## config.mk

```make
export PLATFORM = sky130hd
export DESIGN_NAME = ibuf_rdata_writer
export DESIGN_NICKNAME = d
export VERILOG_FILES = /design/src/rtl/ibuf_rdata_writer.sv
export SDC_FILE = /design/constraint.sdc
export NUM_CORES = 1
export LEC_CHECK = 0
export CORE_AREA = 4 4 63 51
export CTS_CLUSTER_DIAMETER = 120
export DETAILED_ROUTE_END_ITERATION = 7
export DIE_AREA = 0 0 67 55
export DONT_BUFFER_PORTS = 1
export PLACE_DENSITY = 0.76
export SYNTH_ARGS = -nofsm -noshare
export SYNTH_HDL_FRONTEND = slang
export SYNTH_SLANG_ARGS = --single-unit
```

## constraint.sdc

```tcl
create_clock -name clk -period 3.5 [get_ports clk]
set_clock_uncertainty 0.2 [all_clocks]
set_input_delay 0.7 -clock clk [delete_from_list [all_inputs] [get_ports clk]]
set_output_delay 0.7 -clock clk [all_outputs]
set_load 0.01 [all_outputs]
```

## src/rtl/ibuf_rdata_writer.sv

```systemverilog
// ---------------------------------------------------------------------------
// ibuf_rdata_writer
//
// Accepts AXI read-data beats for the input-buffer address generator's
// bursts and packs them row by row into a ping-pong input-buffer SRAM
// (2 banks x LM rows x BURST words). One burst fills one block row; after LM
// rows the bank is marked full, blk_ready pulses and filling moves to the
// other bank. The convolution engine frees a bank with bank_release. When
// the bank being filled is still full, rready is held low.
//
// Optional feature (compile-time macro IBUF_BEAT_CHK_EN):
//   Sticky burst-length checker driving err. Without the macro, err is tied 0.
//
// Ports:
//   clk          in   clock, rising edge
//   rst_n        in   synchronous active-low reset
//   flush        in   synchronous clear of pointers/counters/full flags
//   rdata        in   [DW-1:0] AXI read data
//   rvalid       in   AXI read data valid
//   rlast        in   AXI last beat of burst
//   rready       out  AXI read data ready (combinational)
//   wr_en        out  SRAM write enable
//   wr_addr      out  [RW+CW:0] SRAM address {bank, row, col}
//   wr_data      out  [DW-1:0] SRAM write data
//   blk_ready    out  one-cycle pulse: a bank just became full
//   bank_full    out  [1:0] per-bank full flags
//   rd_bank      out  bank the engine must read next
//   bank_release in   pulse: engine finished rd_bank
//   err          out  sticky burst-length error
// ---------------------------------------------------------------------------
module ibuf_rdata_writer #(
  parameter int DW     = 16,
  parameter int BURST  = 32,
  parameter int STRIDE = 2,
  parameter int POY    = 3,
  parameter int LM     = (STRIDE + 1) * POY - STRIDE,
  parameter int RW     = $clog2(LM),
  parameter int CW     = $clog2(BURST)
) (
  input  logic             clk,
  input  logic             rst_n,
  input  logic             flush,
  input  logic [DW-1:0]    rdata,
  input  logic             rvalid,
  input  logic             rlast,
  output logic             rready,
  output logic             wr_en,
  output logic [RW+CW:0]   wr_addr,
  output logic [DW-1:0]    wr_data,
  output logic             blk_ready,
  output logic [1:0]       bank_full,
  output logic             rd_bank,
  input  logic             bank_release,
  output logic             err
);

  localparam logic [RW-1:0] LAST_ROW = RW'(LM - 1);
  localparam logic [CW-1:0] LAST_COL = CW'(BURST - 1);

  logic          wbank;
  logic          rbank;
  logic [RW-1:0] row;
  logic [CW-1:0] col;
  logic          accept;
  logic          blk_done;
  logic [1:0]    full_next;

  // Ready depends only on the bank currently being filled; reset and flush
  // also block acceptance so no beat of a discarded burst is ever written.
  assign rready   = rst_n & ~flush & ~bank_full[wbank];
  assign accept   = rvalid & rready;
  assign blk_done = accept & rlast & (row == LAST_ROW);
  assign rd_bank  = rbank;

  // Fill and release always touch different banks (the fill bank is never
  // full), so both updates can be merged into one next-state vector.
  // NOTE: default assignment first so every path assigns full_next and no
  // latch is inferred.
  always_comb begin
    full_next = bank_full;
    if (bank_release && bank_full[rbank]) full_next[rbank] = 1'b0;
    if (blk_done)                         full_next[wbank] = 1'b1;
  end

  // NOTE: sequential state uses non-blocking assignments so every register
  // samples pre-edge values, independent of statement order.
  always_ff @(posedge clk) begin
    if (!rst_n || flush) begin
      wbank     <= 1'b0;
      rbank     <= 1'b0;
      row       <= '0;
      col       <= '0;
      bank_full <= 2'b00;
      wr_en     <= 1'b0;
      wr_addr   <= '0;
      wr_data   <= '0;
      blk_ready <= 1'b0;
    end else begin
      bank_full <= full_next;
      blk_ready <= blk_done;
      wr_en     <= accept;

      if (bank_release && bank_full[rbank]) rbank <= ~rbank;

      if (accept) begin
        wr_addr <= {wbank, row, col};
        wr_data <= rdata;

        // rlast ends the row early; otherwise col wraps modulo BURST.
        if (rlast || col == LAST_COL) col <= '0;
        else                          col <= col + 1'b1;

        if (rlast) begin
          if (row == LAST_ROW) begin
            row   <= '0;
            wbank <= ~wbank;
          end else begin
            row <= row + 1'b1;
          end
        end
      end
    end
  end

`ifdef IBUF_BEAT_CHK_EN
  // Sticky until reset; flush deliberately leaves a recorded error visible.
  always_ff @(posedge clk) begin
    if (!rst_n) begin
      err <= 1'b0;
    end else if (!flush && accept) begin
      if ((rlast && col != LAST_COL) || (!rlast && col == LAST_COL))
        err <= 1'b1;
    end
  end
`else
  assign err = 1'b0;
`endif

endmodule

```

### Word level (Yosys, flattened, before mapping)

Cells that the tools add are included.

| word-level totals | value |
|---|---|
| bits in registers | 39 |
| latch bits | 0 |
| memory bits (writable) | 0 |
| bits in read-only memories | 0 |
| bits of input ports | 22 |
| output and inout port bits | 32 |
| word-level logic and storage cells | 49 |
| memories kept | 0 |

| operators by class | value |
|---|---|
| add/subtract/negate cells | 2 |
| multiply operators | 0 |
| div/mod/pow operators | 0 |
| $lt $le $gt $ge | 4 |
| equal/unequal tests | 2 |
| shift-type cells | 0 |
| muxes and demuxes | 12 |
| bitwise gates (word level) | 12 |
| reduce and logical (&&, ||, !) cells | 8 |

Operator list:

| cell | number |
|---|---|
| $mux W1 | 6 |
| $add A5 B1 Y5 const B | 1 |
| $and A1 B1 Y1 | 5 |
| $eq A5 B5 Y1 const B | 1 |
| $mux W5 | 1 |
| $lt A1 B2 Y1 const B | 2 |
| $mux W2 | 2 |
| $not A1 Y1 | 4 |
| $add A3 B1 Y3 const B | 1 |
| $eq A3 B3 Y1 const B | 1 |
| $logic_and A1 B1 Y1 | 3 |
| $mux W3 | 1 |
| $reduce_and A3 Y1 | 1 |
| $and A2 B2 Y2 | 1 |
| $demux W1 S1 | 2 |
| $ge A1 B1 Y1 const B | 2 |
| $logic_or A1 B1 Y1 | 2 |
| $not A2 Y2 | 1 |
| $or A2 B2 Y2 | 1 |
| $reduce_and A2 Y1 | 1 |
| $logic_not A1 Y1 | 1 |

### Longest topological paths before layout

Gate-level depths: netlist of run 1.

| depth | value |
|---|---|
| depth after elaboration | 9 |
| mapped depth | 6 |
| depth with buffers taken out | 6 |

### Worst setup path after synthesis of run 1

No wires, ideal clock.

| timing | value |
|---|---|
| kind | in2out |
| from | input flush |
| to | output rready |
| arrival time | 1.269 ns |
| data required time | 2.600 ns |
| slack | 1.331 ns |
| stages on the path | 3 |
| path buffers | 1 |
| path through | nand2b_1 -> clkbuf_1 -> nor2_1 |

| between the ends | value |
|---|---|
| longest elaborated chain between the ends | 3 |

Ends and longest elaborated chain:

| item | RTL line | text |
|---|---|---|
| start, declared | 42 | `input logic flush,` |
| $not A1 Y1 | 70 | `assign rready = rst_n & ~flush & ~bank_full[wbank];` |
| $and A1 B1 Y1 (2 in series) | 70 |  |
| end, declared | 46 | `output logic rready,` |

No other way between the ends.

### Worst setup path after layout of run 1

| timing | value |
|---|---|
| from | register wbank |
| to | output rready |

| between the ends | value |
|---|---|
| longest elaborated chain between the ends | 4 |

Ends and longest elaborated chain:

| item | RTL line | text |
|---|---|---|
| start, declared | 60 | `logic wbank;` |
| start signal, assigned | 116 | `wbank <= ~wbank;` |
| $mux W1 (implied by the code) (2 in series) | 70 |  |
| $not A1 Y1 | 70 |  |
| $and A1 B1 Y1 | 70 |  |

No other way between the ends. The select of a mux whose other input is x is not followed.

==> reports/results.ini, run 1 <==
[clock_tree]
cts_made_buffers = 5
cts_root_buf = clkbuf_4
htreeDepth = 2
cts_hold_buf = 0
cts_tree = built
cts_sinks = 39
path_clk_slew_ns = 0.12
clk_latency_ns = 0.35
cts_resized = 0
cts_setup_buffers = 0
ctsLongestPathBuffers = 2

[setup_path]
reg2reg_slack_ns = 1.24
rr_endpoint = row[0]
crit_fanout = 34
startpoint_type = flip-flop
arrival_ns = 1.59
crit_required_ns = 2.60
reg2regPathDepth = 4
critPathKind = flip-flop to output pin
end_kind = output pin
crit_start = wbank
reg2reg_from = wbank

[worst_hold_path]
worstHoldStart = rdata[4]
min_to = wr_data[4]
hp-class = primary input to flip-flop
min_path_cells = 2

[yosys]
syn_avg_cell_area_um2 = 8.68
synthTopCellsByCount = 39 x dfxtp_1, 28 x a21oi_1, 28 x nand3_1, 28 x o21ai_0, 9 x clkbuf_1
synth_edf_count = 0
synth_top_cells_by_area = dfxtp_1 48%, a21oi_1 8.6%, nand3_1 8.6%
ys_seq_area_share_pct = 48.1
ys_types = 36
ys.warnings.count = 0
synth-seq-cells = 39
synth_area_leader_cell = dfxtp_1
syn_inst = 187
syn-num-nets = 211
synth_ff_type = dfxtp_1
yosysMostFrequentCell = dfxtp_1
async_reset_ff_share_pct = 0
synth_top_cell_area_share_pct = 48.1
syn_area_um2 = 1620

[sta]
fin_crit_ns = 2.49
slew_violations = 0
rsz0062_at_grt = false
max_freq_ghz = 0.401
setup_viol = 0
hold_violations = 0
relSlewSlack_pct = 34.8
worst_pin_slew_ns = 0.978
setup_tns_ns = 0
final.period_utilization_pct = 71.2

[die]
die_area_um2 = 3690
fp.dieW_um = 67
coreArea_um2 = 2540
start_util_pct = 63.9
num_rows = 16
ioPinCount = 54
chipHeight_um = 55

[drt]
wl_um = 3780
drtIter0Drc = 119
vias = 1380
drc = 0
wl_per_cell_um = 17.5
drtPass1Iterations = 4
ant_nets = 0
viasPerCell = 6.39

[pwr]
p_per_area_nw_per_um2 = 475
max-vdd-ir-drop_v = 0.000372
p_leak_uw = 0.000538
power.total_uw = 798

[grt]
antenna_found_initial = 0
grt_usage_pct = 22.2
grt_pass1_wl_um = 5960
grt.overflow.total = 0
grt_pass1_vias = 1300
grt_max_degree = 35

[placement]
port_buffers = 0
routabilityCongestion = 0.813
dpl.hpwl_um = 2500

[finish]
diodes = 0
drive_gt1_share_pct = 7.22
syn_to_final_growth_pct = 3.39
fin_nets = 203

[status]
status = complete, no violations

[flow_run]
drv_cap = 0

where the power goes:
part	internal, uW	switching (uW)	leakage, uW	total (uW)
clock network	169	149	0.0000482	318
logic	7.26	20.9	0.000175	28.2
registers	447	4.12	0.000315	452
cell type report:
| type | instances | area, um2 |
|---|---|---|
| fill | 226 | 863 |
| sequential | 39 | 781 |
| multi-input combinational | 130 | 748 |
| clock buffer | 6 | 51.3 |
| tap | 36 | 45.0 |
| clock inverter | 2 | 35.0 |
| timing repair buffer | 2 | 15.0 |
| inverter | 1 | 3.75 |
metal layers:
metal / vias up / part of all wire (%) / global-route usage, % / wire length, um
met4: 0 / 0.58 / 5.05 / 22
met1: 654 / 43 / 25.3 / 1630
met3: 2 / 8.0 / 9.09 / 303
met5: - / 0 / 0 / 0
li1: 674 / - / - / -
met2: 50 / 48 / 39.2 / 1830
cell families (layout without fill, tap and decap cells):
group / after synthesis / count (layout) / share of synthesized area [%]
simple gates: 56 / 56 / 18.7
fa+ha+maj: 2 / 2 / 1.54
other cells: 1 / 1 / 0.231
mux: 3 / 3 / 2.39
compound gates: 68 / 68 / 23.2
flops: 39 / 39 / 48.1
buf+inv: 18 / 11 / 5.85
cell usage in the layout (no fill, tap or decap), drive strengths merged, types with 2 or more instances in the layout:
cell,count
dfxtp,39
nand3b,2
a21oi,28
mux2i,2
nand3,28
and3,3
nand4,3
o21ai,30
nor2,4
and3b,2
nor3,3
clkbuf,6
buf,2
o311ai,3
nand2b,3
nand2,4
ha,2
worst max-delay path by stage:
stage,endpoint,cells after the start
finish,rready,2
global route,rready,2
CTS,rready,2
detailed placement,col[3],3
global placement,col[3],3
floorplan,rready,3
sequential cells by signal (all words and copies together), names as in the netlist:
signal and count:
wr_addr 9, col 5, blk_ready 1, wr_en 1
row 3, rd_bank 1, wbank 1, bank_full 2
wr_data 16
metrics by stage:
stage / instances / hold WS (ns) / cell area (um2) / setup slack [ns] / utilization (%)
3_3_place_gp: 208 / 0.276 / 1590 / 1.13 / 62.6
5_1_grt: 216 / 0.255 / 1680 / 0.896 / 66.0
3_5_place_dp: 208 / 0.283 / 1590 / 1.05 / 62.6
6_report: 216 / 0.278 / 1680 / 1.01 / 66.0
2_1_floorplan: 187 / 0.257 / 1620 / 1.33 / -
4_1_cts: 216 / 0.274 / 1680 / 1.00 / 66.0
critical path, cell delays in order, from the launching register on:
cell and delay (ns):
dfxtp_1 0.51, mux2_4 0.47, nor2_1 0.27
No activity file was read; power rests on OpenSTA's default activity.
==> inputs of run 2 (changes only) <==
CORE_AREA = 4 4 65 52   (was 4 4 63 51)
DIE_AREA = 0 0 69 56   (was 0 0 67 55)
PLACE_DENSITY = 0.73   (was 0.76)
clock period = 2.3 ns   (was 3.5 ns; I/O delays follow)
==> run 2 against run 1 <==
  * Clock power grew 83%
  * Register-to-register slack lost 0.85 ns
  * Wire length shrank 2.5%
  * Clock-buffer cell count is the same
  * Global-route usage shrank 2.6 points
  * Setup slack lost 0.88 ns
  * Critical path type unchanged
==> reports/results.ini, run 2 (synthesis results as in run 1) <==
[status]
status = complete, no violations

[sta]
relSlewSlack_pct = 60.0  ; +25 points
final.period_utilization_pct = 94.3
slew_violations = 0  ; unchanged
setup_viol = 0  ; unchanged
holdWs_ns = 0.118  ; -0.161 ns
fin_crit_ns = 2.17
max_freq_ghz = 0.461
rsz0062_at_grt = false
setup_tns_ns = 0  ; unchanged
worst_pin_slew_ns = 0.599  ; -0.379 ns
hold_violations = 0  ; unchanged

[worst_hold_path]
worstHoldStart = rdata[2]
min_path_cells = 2  ; unchanged
hp-class = primary input to flip-flop
min_to = wr_data[2]

[die]
die_area_um2 = 3860  ; +4.9%
fp.dieW_um = 69  ; +3.0%
coreArea_um2 = 2810  ; +10%
ioPinCount = 54  ; unchanged
chipHeight_um = 56  ; +1.8%
num_rows = 17  ; +1
start_util_pct = 57.8  ; -6.0 points

[placement]
routabilityCongestion = 0.735  ; -9.6%
dpl.hpwl_um = 2530  ; +1.2%
port_buffers = 0  ; unchanged

[clock_tree]
clk_latency_ns = 0.28  ; -0.07 ns
path_clk_slew_ns = 0.07  ; -0.05 ns
cts_setup_buffers = 0  ; unchanged
cts_made_buffers = 5  ; unchanged
ctsLongestPathBuffers = 2  ; unchanged
htreeDepth = 2  ; unchanged
cts_resized = 0  ; unchanged
cts_root_buf = clkbuf_8
cts_tree = built
cts_sinks = 39  ; unchanged
cts_hold_buf = 0  ; unchanged

[pwr]
max-vdd-ir-drop_v = 0.000425  ; +14%
pwr-share-seq_pct = 52.3  ; -4.3 points
intPower_uw = 1040  ; +68%
combPwrFrac_pct = 3.5  ; about the same
netSwitchingPower_uw = 268  ; +54%
p_leak_uw = 0.000569  ; +5.8%
p_per_area_nw_per_um2 = 753  ; +59%
clock_power_share_pct = 44.3  ; +4.4 points
p_sw_share_pct = 20.4  ; -1.4 points

[setup_path]
rr_endpoint = col[3]
critPathKind = flip-flop to output pin
arrival_ns = 1.51  ; -0.08 ns
reg2regPathDepth = 6  ; +2
end_kind = output pin
reg2reg_slack_ns = 0.39  ; -0.85 ns
crit_fanout = 34  ; unchanged
reg2reg_from = col[0]
startpoint_type = flip-flop
crit_required_ns = 1.64  ; -0.96 ns

[grt]
antenna_found_initial = 0  ; unchanged
grt.overflow.total = 0  ; unchanged
grt_pass1_vias = 1361  ; +4.7%
grt_max_degree = 35  ; unchanged
grt_pass1_wl_um = 6280  ; +5.3%
grt_usage_pct = 19.6  ; -2.6 points

[finish]
drive_gt1_share_pct = 9.24  ; +2.0 points
fin_nets = 207  ; +2.0%
top_register = wr_data
mostFrequentLayoutCells = 39 x dfxtp_1, 28 x nand3_1, 28 x o21ai_0, 28 x a21oi_1
nFillCells = 241  ; +6.6%
layout_commonest_cell = dfxtp_1
multi_input_area_um2 = 748  ; unchanged
diodes = 0  ; unchanged
syn_to_final_growth_pct = 7.32
largest_register_ffs = 16  ; unchanged
regArea_um2 = 781  ; unchanged
largest_registers = wr_data x16, wr_addr x9, col x5
post-route-util_pct = 62.1  ; -4.0 points

[drt]
drtPass1Iterations = 4  ; unchanged
wl_per_cell_um = 16.6  ; -5.1%
viasPerCell = 6.37  ; -0.31%
vias = 1414  ; +2.5%
drtIter0Drc = 69  ; -42%
wl_um = 3690  ; -2.5%
drc = 0  ; unchanged
ant_nets = 0  ; unchanged

[flow_run]
drv_cap = 0  ; unchanged

[run 2: cell count changes in the layout (fill, tap and decap cells not counted)]
cell      previous run  this run
clkbuf_4             5         0
buf_4                2         6
clkbuf_8             1         6
[run 2: metrics by stage]
step / worst slack, ns / power, uW / cells / cell area, um2
after floorplan: 0.526 / 737 / 187 / 1620
after global placement: 0.492 / 745 / 214 / 1630
after detailed placement: 0.410 / 748 / 214 / 1630
after CTS: 0.127 / 1320 / 222 / 1740
after global routing: 0.0497 / 1360 / 222 / 1740
final: 0.131 / 1310 / 222 / 1740
[run 2: power groups by stage]
stage / sequential, uW / combinational (uW) / clock, uW
2_1_floorplan: 701 / 36.3 / 0
3_3_place_gp: 702 / 43.1 / 0
3_5_place_dp: 702 / 45.4 / 0
4_1_cts: 686 / 45.5 / 591
5_1_grt: 687 / 51.0 / 625
6_report: 686 / 45.5 / 581
[run 2: cell type report]
cell class	count	share of cell area [%]
Multi-Input combinational cell	130	42.9
Clock buffer	6	4.74
Clock inverter	2	2.01
Timing Repair Buffer	6	2.58
Sequential cell	39	44.8
Tap cell	38	2.73
Inverter	1	0.215
[run 2: worst max-delay path by stage]
stage / startpoint / cells past startpoint / slack, ns / end
2_1_floorplan: col[0] / 6 / 0.53 / col[3]
3_3_place_gp: col[0] / 6 / 0.49 / col[3]
3_5_place_dp: col[0] / 6 / 0.41 / col[3]
4_1_cts: wbank / 2 / 0.13 / rready
5_1_grt: wbank / 2 / 0.05 / rready
6_report: wbank / 2 / 0.13 / rready
[run 2: per-layer routing]
layer | track usage, % | wire [um] | vias up
met3 | 7.76 | 296 | 2
met4 | 5.85 | 23 | 0
met1 | 24.0 | 1660 | 684
met5 | 0 | 0 | -
li1 | - | - | 678
met2 | 31.5 | 1710 | 50
[run 2: worst max-delay path, cell delays in order, from the launching register on]
cell and delay (ns):
dfxtp_1 0.49, mux2_4 0.47, nor2_1 0.25
